### src/rtl/stack_ctrl.sv
// Data-stack controller: sequences stack opcodes into memory read/write traffic and owns the stack pointer.
// Define STACK_GUARD_EN to enable overflow/underflow checking and the sticky o_ERR flags.
module stack_ctrl #(
  parameter logic [15:0] BASE  = 16'hF000,
  parameter int          DEPTH = 256
) (
  input  logic        c_CLOCK,
  input  logic        c_RESET,
  input  logic        i_VALID,
  output logic        o_READY,
  input  logic [2:0]  i_OPCODE,
  input  logic [15:0] i_VALUE,
  input  logic [15:0] i_OP1,
  input  logic [15:0] i_OP2,
  output logic [15:0] o_RADDR,
  output logic [15:0] o_WADDR,
  output logic [15:0] o_WDATA,
  output logic        o_WRITE,
  output logic [15:0] o_DEPTH,
  input  logic        i_CLRERR,
  output logic [1:0]  o_ERR
);

  localparam logic [2:0] OP_NOP  = 3'd0;
  localparam logic [2:0] OP_PUSH = 3'd1;
  localparam logic [2:0] OP_POP  = 3'd2;
  localparam logic [2:0] OP_DUP  = 3'd3;
  localparam logic [2:0] OP_SWAP = 3'd4;
  localparam logic [2:0] OP_OVER = 3'd5;
  localparam logic [2:0] OP_REPL = 3'd6;
  localparam logic [2:0] OP_RSV  = 3'd7;
  localparam logic [15:0] DEPTH_MAX = 16'(DEPTH);

  typedef enum logic [1:0] {S_IDLE, S_EXEC, S_EXEC2, S_SETTLE} state_t;

  state_t      state_p0, state_n;
  logic [2:0]  op_p0;
  logic [15:0] op1_p0;
  logic [15:0] depth_p0, depth_n;
  logic [15:0] waddr_p0, waddr_n;
  logic [15:0] wdata_p0, wdata_n;
  logic        wr_p0, wr_n;
  logic        accept, is_nop, load;
  logic [1:0]  new_err;

  assign o_READY = (state_p0 == S_IDLE);
  assign accept  = i_VALID && o_READY;
  assign is_nop  = (i_OPCODE == OP_NOP) || (i_OPCODE == OP_RSV);
  assign load    = accept && !is_nop && (new_err == 2'b00);

`ifdef STACK_GUARD_EN
  logic       udf_c, ovf_c;
  logic [1:0] err_p0;

  assign udf_c = (((i_OPCODE == OP_POP) || (i_OPCODE == OP_DUP) || (i_OPCODE == OP_REPL))
                  && (depth_p0 == 16'd0))
              || (((i_OPCODE == OP_SWAP) || (i_OPCODE == OP_OVER)) && (depth_p0 < 16'd2));
  assign ovf_c = ((i_OPCODE == OP_PUSH) || (i_OPCODE == OP_DUP) || (i_OPCODE == OP_OVER))
              && (depth_p0 == DEPTH_MAX);
  // Underflow has priority so OVER on a short stack reports underflow only
  assign new_err = !accept ? 2'b00 : udf_c ? 2'b10 : ovf_c ? 2'b01 : 2'b00;

  always_ff @(posedge c_CLOCK or posedge c_RESET) begin
    if (c_RESET) err_p0 <= 2'b00;
    else         err_p0 <= (i_CLRERR ? 2'b00 : err_p0) | new_err;
  end
  assign o_ERR = err_p0;
`else
  logic unused_clrerr;
  assign unused_clrerr = i_CLRERR;
  assign new_err       = 2'b00;
  assign o_ERR         = 2'b00;
`endif

  always_comb begin
    state_n = state_p0;
    wr_n    = 1'b0;
    waddr_n = waddr_p0;
    wdata_n = wdata_p0;
    depth_n = depth_p0;
    case (state_p0)
      S_IDLE: begin
        if (load) begin
          state_n = S_EXEC;
          case (i_OPCODE)
            OP_PUSH: begin wr_n = 1'b1; waddr_n = BASE + depth_p0; wdata_n = i_VALUE; end
            OP_DUP:  begin wr_n = 1'b1; waddr_n = BASE + depth_p0; wdata_n = i_OP1;   end
            OP_OVER: begin wr_n = 1'b1; waddr_n = BASE + depth_p0; wdata_n = i_OP2;   end
            OP_REPL: begin wr_n = 1'b1; waddr_n = BASE + depth_p0 - 16'd1; wdata_n = i_VALUE; end
            OP_SWAP: begin wr_n = 1'b1; waddr_n = BASE + depth_p0 - 16'd1; wdata_n = i_OP2;   end
            default: ;
          endcase
        end
      end
      S_EXEC: begin
        state_n = S_SETTLE;
        case (op_p0)
          OP_PUSH, OP_DUP, OP_OVER: depth_n = depth_p0 + 16'd1;
          OP_POP:                   depth_n = depth_p0 - 16'd1;
          OP_SWAP: begin
            state_n = S_EXEC2;
            wr_n    = 1'b1;
            waddr_n = BASE + depth_p0 - 16'd2;
            wdata_n = op1_p0;
          end
          default: ;
        endcase
      end
      S_EXEC2:  state_n = S_SETTLE;
      S_SETTLE: state_n = S_IDLE;
      default:  state_n = S_IDLE;
    endcase
  end

  // Accept stage -> write/commit stage
  always_ff @(posedge c_CLOCK or posedge c_RESET) begin
    if (c_RESET) begin
      state_p0 <= S_IDLE;
      op_p0    <= OP_NOP;
      depth_p0 <= 16'd0;
      waddr_p0 <= 16'd0;
      wdata_p0 <= 16'd0;
      wr_p0    <= 1'b0;
    end else begin
      state_p0 <= state_n;
      if (load) op_p0 <= i_OPCODE;
      depth_p0 <= depth_n;
      waddr_p0 <= waddr_n;
      wdata_p0 <= wdata_n;
      wr_p0    <= wr_n;
    end
  end

  always_ff @(posedge c_CLOCK) begin
    if (load) op1_p0 <= i_OP1;
  end

  assign o_WRITE = wr_p0;
  assign o_WADDR = waddr_p0;
  assign o_WDATA = wdata_p0;
  assign o_DEPTH = depth_p0;
  assign o_RADDR = BASE + depth_p0 - 16'd1;

endmodule

### config.mk
export PLATFORM = sky130hd
export DESIGN_NAME = stack_ctrl
export DESIGN_NICKNAME = d
export VERILOG_FILES = /design/src/rtl/stack_ctrl.sv
export SDC_FILE = /design/constraint.sdc
export NUM_CORES = 1
export LEC_CHECK = 0
export ABC_AREA = 1
export ABC_CLOCK_PERIOD_IN_PS = 2020
export CAP_MARGIN = 30
export CORE_AREA = 2 2 134 136
export CTS_CLUSTER_SIZE = 20
export DETAILED_ROUTE_END_ITERATION = 7
export DIE_AREA = 0 0 136 138
export PLACE_DENSITY = 0.59
export SKIP_CTS_REPAIR_TIMING = 1
export SLEW_MARGIN = 10
export SYNTH_ARGS = -nofsm -noshare
export SYNTH_HDL_FRONTEND = slang
export SYNTH_SLANG_ARGS = --single-unit
### constraint.sdc
create_clock -name c_CLOCK -period 2.02 [get_ports c_CLOCK]
set_input_delay 0.202 -clock c_CLOCK [delete_from_list [all_inputs] [get_ports c_CLOCK]]
set_output_delay 0.202 -clock c_CLOCK [all_outputs]
set_load 0.005 [all_outputs]
; ---- Yosys cells after proc, flatten, opt, wreduce, memory -nomap -nowiden
; Cells that the tools add are included.
; Widths: inputs -> output; s select.
[classes]
add_sub_neg = 5
reduce_logical = 17
mux = 16
n_eq_ne = 18
[op_table]
columns = operator, n
row1 = $pmux 16 s2, 4
row2 = $mux 16, 4
row3 = $pmux 16 s3, 1
row4 = $sub 16x1->16 const B, 2
row5 = $eq 3x3->1 const B, 6
row6 = $add 16x1->16 const B, 1
row7 = $add 16x16->16 const A, 1
row8 = $sub 16x2->16 const B, 1
row9 = $eq 3x2->1 const B, 3
row10 = $pmux 2 s4, 1
row11 = $reduce_and 4->1, 2
row12 = $eq 3x1->1 const B, 2
row13 = $reduce_or 2->1, 3
row14 = $reduce_or 3->1, 2
row15 = $reduce_or 5->1, 1
row16 = $eq 2x2->1 const B, 2
row17 = $mux 1, 4
row18 = $ne 4x3->1 const B, 1
row19 = $reduce_bool 2->1, 2
row20 = $logic_not 3->1, 1
row21 = $ne 3x3->1 const B, 1
row22 = $eq 2x1->1 const B, 1
row23 = $logic_and 1x1->1, 2
row24 = $logic_not 2->1, 1
row25 = other kinds (7), 7
[totals]
inputBits = 55
ff_bits = 70
elab_cells = 63
output_inout_bits = 68

; ---- Longest topological paths before layout
; Gate-level depths: netlist (run 1).
[logic_depth]
ltp_word = 6
depth_mapped = 14
depth_no_buf = 14

; ---- Worst setup path after synthesis (run 1)
; No wires, ideal clock.
[synth_timing]
path_kind = register to register
start = reg op_p0[2]
end = reg depth_p0[8] (netlist: o_DEPTH[8])
path_stages_with_launch = 14
setup_slack_ps = -156
t_arrival_ps = 2045
path_buffers = 0
period_less_slack_ps = 2176
setup_ps = 131
path_cell_list = dfrtp_1 > inv_1 > nand3_1 > inv_1 > ha_1 > a21oi_1 > nand2_1 > nand2_1 > nand2_1 > nand2_1 > nand2_1 > or2_2 > nand3_1 > o21ai_0
[synth_via]
elab_chain_len = 4
[synth_lines]
columns = item, line
row1 = start: declaration, 37  ; logic [2:0] op_p0;
row2 = start signal: assignment, 126  ; if (load) op_p0 <= i_OPCODE;
row3 = $eq 3x1->1 (tied with other cells), 97  ; case (op_p0)
row4 = $reduce_or 3->1, 97
row5 = $reduce_bool 2->1 (no line), --
row6 = $reduce_and 2->1 (no line), --
row7 = end signal: assignment, 127  ; depth_p0 <= depth_n;
row8 = end: declaration, 39  ; logic [15:0] depth_p0, depth_n;
; Parallel ways exist; a longest one is shown, timed or not.
; A chain may end at the register's enable or synchronous reset.

; ---- Worst setup path after layout (run 1)
[layout_timing]
start = reg depth_p0[1] (netlist: o_DEPTH[1])
end = out o_RADDR[9]
[layout_via]
elab_chain_len = 2
[layout_lines]
columns = item, line
row1 = $add 16x16->16, 142  ; assign o_RADDR = BASE + depth_p0 - 16'd1;
row2 = $sub 16x1->16, 142
row3 = end: declaration, 15  ; output logic [15:0] o_RADDR,
; No other way between the ends.

==> results of run 1 <==
final cells by class:
| class | count | area, sq um | share of cell area (%) |
|---|---|---|---|
| clock buffer | 9 | 225 | 2.91 |
| clock inverter | 7 | 119 | 1.54 |
| inverter | 56 | 225 | 2.91 |
| multi-input combinational | 516 | 3020 | 39.0 |
| sequential | 70 | 1840 | 23.7 |
| tap | 229 | 287 | 3.70 |
| timing repair buffer | 224 | 2030 | 26.2 |
| timing repair inverter | 1 | 6.26 | 0.0808 |
registers in the layout (all words and copies together), names as in the netlist:
signal	flops
o_DEPTH	16
o_WDATA	16
state_p0	2
o_WRITE	1
op1_p0	16
op_p0	3
o_WADDR	16
kinds of logic after synthesis:
family | after synthesis
AOI/OAI and AO/OA | 133
DFF | 70
buffers and inverters | 81
adders and majority gates | 24
xor gates and xnor gates | 19
other | 1
and+or+nand+nor | 338
worst paths after layout:
kind | startpoint | end | slack [ns] | depth (start not counted)
max in group asynchronous | c_RESET | o_DEPTH[12]$_DFFE_PP0P_ | 1.31 | 3
min in group c_CLOCK | i_OP1[7] | op1_p0[7]$_DFFE_PP_ | 0.44 | 1
worst max register to register | op_p0[2]$_DFFE_PP0P_ | o_DEPTH[10]$_DFFE_PP0P_ | -0.08 | 13
worst min-delay path | c_RESET | o_WDATA[12]$_DFFE_PP0P_ | 0.18 | 2
worst min register to register | op1_p0[12]$_DFFE_PP_ | o_WDATA[12]$_DFFE_PP0P_ | 0.47 | 2
worst max-delay path | o_DEPTH[1]$_DFFE_PP0P_ | o_RADDR[9] | -0.13 | 11
per-layer routing:
layer | routed length (microns) | vias to the layer above | share of wire, %
met3 | 584 | 23 | 3.7
met5 | 0 | - | 0
li1 | - | 2641 | -
met1 | 7080 | 2437 | 45
met4 | 276 | 0 | 1.8
met2 | 7830 | 106 | 50
power groups by stage:
stage	sequential, W	clock, W	combinational, W
CTS	0.00245	0.00191	0.00729
finish	0.00247	0.00187	0.00807
floorplan	0.00247	0	0.00375
global route	0.00254	0.00197	0.00894
detailed placement	0.00247	0	0.00724
global placement	0.00246	0	0.00719
placed cells by master, fill, tap and decap left out, types with 3 or more instances in the layout:
master and count:
bufinv_16 3, a31oi_1 7, inv_1 41, nand2_4 4, ha_4 9, clkbuf_16 9, inv_2 11, buf_12 3
o21ai_0 50, ha_1 13, nor2_2 8, xnor2_1 5, dfrtp_2 3, o21ai_1 15, buf_4 100, nand2_2 15
edfxtp_1 16, nor2_4 8, xor2_1 7, a21oi_1 30, nand3b_1 4, dlymetal6s2s_1 9, xor2_2 6, nand3_1 50
clkdlybuf4s50_1 106, nand4_1 7, dfrtp_1 51, a21oi_2 6, o211ai_1 17, nand2_1 204, nor2_1 29
through the flow:
step	util (%)	total power [W]	worst slack (ns)	setup TNS, ns	instance area, sq um
2_1_floorplan	-	0.00622	0.0451	0	4920
3_3_place_gp	39.4	0.00965	-0.142	-0.624	6910
3_5_place_dp	39.4	0.00971	-0.148	-0.755	6910
4_1_cts	41.4	0.0116	-0.552	-5.92	7250
5_1_grt	44.1	0.0135	-0.241	-1.83	7740
6_report	44.1	0.0124	-0.129	-0.383	7740
==> metrics.txt, run 1 <==
register bit total from synthesis=70; post-DP HPWL=approximately 12 mm; initial core utilization=between 20% and 30%; Post-Synth Adder-Cell Area=about 6.3%; CP Data Arrival Time=approximately 2.0 ns; dominant cell type by area after synthesis=dfrtp_1; mux cell area share after synthesis=0%; Synth cell types=40; Rel. slew slack=59.1%; Yosys Warn Count=0; Worst Tran Pin Value=0.605 ns; Top Ports=123; period utilisation layout=106%; All-Layer GR Usage=between 15 and 20%; WL/cell=around 14 microns; vias in the first global route=around 4,800; synth top area cells=dfrtp_1, nand2_1, edfxtp_1, ha_1, nand3_1; crit path launch type=flip-flop; post-synthesis cell count=between 600 and 700; Switching Share=41.6%; # fillers=1,735; CP top delay family=simple AND/OR/NAND/NOR gates; die extent in x=136 microns; Root Buffer=clkbuf_16; Worst Path Required=approximately 1.8 ns; Seq pwr share=between 10% and 20%; kind of critical path=flip-flop to output pin; Critical Path End Type=output pin; Non-Filler Instances=1,112; Int Power=~0.0072 W; 1st-iter DRT viols=365; critical-path cell list=inv_4 -> ha_4 -> buf_4 -> inv_1 -> nor2_2 -> nand2_1 -> nor3_2 -> nand2_1 -> nand2_2 -> inv_1 -> dlymetal6s2s_1; Core Rows=49; worst-path fanout max=5; synth cell count leaders=nand2_1, dfrtp_1, nand3_1, o21ai_0, inv_1; # port buffers=between 100 and 150; met1 GRT Util=a little over a fifth; clock sink count=70; syn_area_per_cell=between 7 and 8 sq um; post-synth top area share=roughly 28%; Total Die Area=approximately 0.019 sq mm; Via Count=between 5,000 and 6,000; CTS HTree Levels=3; main combinational cell family by area after synthesis=simple AND/OR/NAND/NOR gates; GP Congestion=between 0.8 and 0.9; final WL=15.8 mm; RSZ-0062 raised after global routing=true; CTS tree=done; total CTS buffers=9; Comb power frac=about two thirds; final hold vios=0; Synth Flop Type=dfrtp_1; Synth Area in Compound Gates=around 15%; Simple-Gate Fraction of Synth Area=around 30%; initial antenna violation count=0; NumNets Final=around 960; GR Overflow Total=0; worst skew pair latency=around 0.34 ns; Clock Pin Slew Worst Setup and Hold Paths=approximately 0.06 ns; Hold WS=approximately 0.18 ns; DRC=0; clock tree buffer depth=2; largest net degree at the start of global routing=37; sequential element share of the synthesized area=37.3%; Detailed Routing Iterations Pass 1=7; dpl cells=about 1,100; met3 Resource Use GR=roughly 2.2%; number of synthesized flops with an enable pin=16; Most Crowded Layer GR=met2; Post-Synth XOR/XNOR Area=about 3.4%; Worst Path Buf+Inv=5; max incr delay on CP=just over 0.4 ns; Max Fclk=approximately 470 MHz; post-route antenna net violation count=0; die height=138 microns; final critical-path required period=2.15 ns; Peak VDD IR=just over 0.6 mV; post-route worst setup slack=-0.129 ns; core box area=between 0.015 and 0.02 sq mm; clock power share=approximately 15%; violated checks=negative setup slack; clk_skew=slightly below 0.005 ns; max cap viols=0; GRT met2 Usage=27.4%; slowest stage cell, crit path=dfrtp_1; Sw Pwr=~0.0052 W; FFs w/ async S/R, synth=~77%; share of post-route cells with drive strength above 1=about a quarter; Power Density=about 1600 mW/mm^2; Leak=3.63 nW; setup violators final=7; Post-Syn Area=0.00491 sq mm; number of diodes=0; Vias/cell=about 4.7; Final Max Tran Viols=0; P&R area growth vs syn=57.8%; first-pass GRT wire length=24.3 mm; status=complete, but fails checks; Min-Delay Path Class=input pin to async pin; most numerous cell in the Yosys netlist=nand2_1
No activity file was read; power rests on OpenSTA's default activity.
==> inputs of run 2 (changes only) <==
--- a/config.mk
+++ b/config.mk
@@ -14,6 +14,7 @@
 export DIE_AREA = 0 0 136 138
 export PLACE_DENSITY = 0.59
 export SKIP_CTS_REPAIR_TIMING = 1
+export SKIP_LAST_GASP = 1
 export SLEW_MARGIN = 10
 export SYNTH_ARGS = -nofsm -noshare
 export SYNTH_HDL_FRONTEND = slang
==> metrics.txt, run 2 (synthesis results as in run 1) <==
DRC=0; Total Die Area=around 0.019 sq mm; CTS HTree Levels=3; Via Count=approximately 5,200; multi-input logic area=0.00300 sq mm; P&R area growth vs syn=57.3%; crit path launch type=flip-flop; flop2flop setup slack=-0.08 ns; # fillers=about 1,700; NumNets Final=around 960; Detailed Routing Iterations Pass 1=5; max cap viols=0; met3 Resource Use GR=under 10%; Critical Path End Type=output pin; Power Density=~1600 mW/mm^2; CP Data Arrival Time=roughly 2 ns; dpl cells=around 1,100; Switching Share=between 40 and 50%; Root Buffer=clkbuf_16; clk_skew=0.00597 ns; final setup TNS=-0.874 ns; # port buffers=around 120; period utilisation layout=109%; Hold WS=0.181 ns; post-route antenna net violation count=0; RSZ-0062 raised after global routing=true; Seq pwr share=~20%; share of post-route cells with drive strength above 1=between 20% and 30%; largest net degree at the start of global routing=37; number of diodes=0; Worst Path Required=between 1.5 and 2 ns; clock tree buffer depth=2; met1 GRT Util=between 20 and 25%; Most Crowded Layer GR=met2; post-DP HPWL=between 10 and 15 mm; first-pass GRT wire length=24.3 mm; violated checks=negative setup slack; total CTS buffers=9; Final Max Tran Viols=0; CTS tree=done; Int Power=0.00723 W; status=complete, but fails checks; Max Fclk=~450 MHz; initial core utilization=28.0%; clock sink count=70; FF+latch area=0.00184 sq mm; All-Layer GR Usage=16.3%; WL/cell=around 14 microns; worst-path fanout max=5; 1st-iter DRT viols=approximately 370; Comb power frac=~65%; most common cell after layout, fill and taps aside=nand2_1; Rel. slew slack=between 60% and 70%; final critical-path required period=2.21 ns; Non-Filler Instances=around 1,100; Peak VDD IR=slightly above 0.6 mV; Sw Pwr=a little over 0.005 W; Final Util=a little over two fifths; Worst Tran Pin Value=approximately 0.58 ns; Clock Pin Slew Worst Setup and Hold Paths=around 0.06 ns; clock power share=between 10% and 20%; Core Rows=slightly below 50; reg-to-reg startpoint=op_p0[2]$_DFFE_PP0P_; GR Overflow Total=0; setup violators final=10; die extent in x=between 100 and 150 microns; vias in the first global route=roughly 4,800; Top Ports=around 120; core box area=around 0.018 sq mm; final hold vios=0; most frequent cells in the layout=nand2_1, clkdlybuf4s50_1, buf_4; worst skew pair latency=0.34 ns; Vias/cell=4.70; Reg2Reg Depth=13; final WL=around 16 mm; GP Congestion=0.856; die height=roughly 140 microns; Min-Delay Path Class=input pin to async pin; GRT met2 Usage=around 27%; Reg-to-Reg End=o_DEPTH[10]$_DFFE_PP0P_; Leak=3.59 nW; kind of critical path=flip-flop to output pin; post-route worst setup slack=-0.191 ns; initial antenna violation count=0
-- run 2: changes by cell type in the layout (fill, tap and decap cells not counted), sizes merged --
cell           before  now
dlymetal6s2s        9    6
clkdlybuf4s50     106  109
-- run 2: routing by layer --
layer / up-vias / share of wire, %
li1: 2640 / -
met1: 2441 / 45
met2: 125 / 49
met3: 25 / 3.6
met4: 0 / 1.9
met5: - / 0
-- run 2: cell type report --
class,instances,share of cell area [%]
multi-input cells,516,38.9
repair buffers,224,26.2
flip-flops and latches,70,23.8
well taps,229,3.71
clock buffers,9,2.92
inverters,56,2.92
clock inverters,7,1.54
repair inverters,1,0.0811
-- run 2: critical path, cell delays in order (launching register included) --
cell and delay, ns:
dfrtp_1 0.38, buf_4 0.17, nor2_4 0.14, nand3_4 0.16, inv_2 0.09, nand4_1 0.12
nand2_1 0.11, clkdlybuf4s50_1 0.51
-- run 2: metrics by stage --
stage	instance area, sq um	total power [W]	worst slack [ns]
after floorplan	4920	0.00622	0.0451
after global placement	6910	0.00965	-0.142
after detailed placement	6910	0.00971	-0.148
after CTS	7250	0.0116	-0.552
after global routing	7710	0.0134	-0.316
final	7710	0.0124	-0.191
-- run 2: how the worst max path moves through the flow --
| stage | from | endpoint | cells after the start | slack (ns) |
|---|---|---|---|---|
| after floorplan | op_p0[2]$_DFFE_PP0P_ | o_DEPTH[8]$_DFFE_PP0P_ | 13 | 0.05 |
| after global placement | o_DEPTH[1]$_DFFE_PP0P_ | o_RADDR[13] | 7 | -0.14 |
| after detailed placement | o_DEPTH[1]$_DFFE_PP0P_ | o_RADDR[9] | 10 | -0.15 |
| after CTS | o_DEPTH[1]$_DFFE_PP0P_ | o_RADDR[13] | 7 | -0.55 |
| after global routing | o_DEPTH[2]$_DFFE_PP0P_ | o_RADDR[12] | 7 | -0.32 |
| final | o_DEPTH[2]$_DFFE_PP0P_ | o_RADDR[12] | 7 | -0.19 |
-- run 2: power groups by stage --
stage / Clock, W / Sequential [W] / Combinational (W)
after global routing: 0.00197 / 0.00254 / 0.00891
after detailed placement: 0 / 0.00247 / 0.00724
after CTS: 0.00191 / 0.00245 / 0.00729
after global placement: 0 / 0.00246 / 0.00719
final: 0.00187 / 0.00248 / 0.00803
after floorplan: 0 / 0.00247 / 0.00375
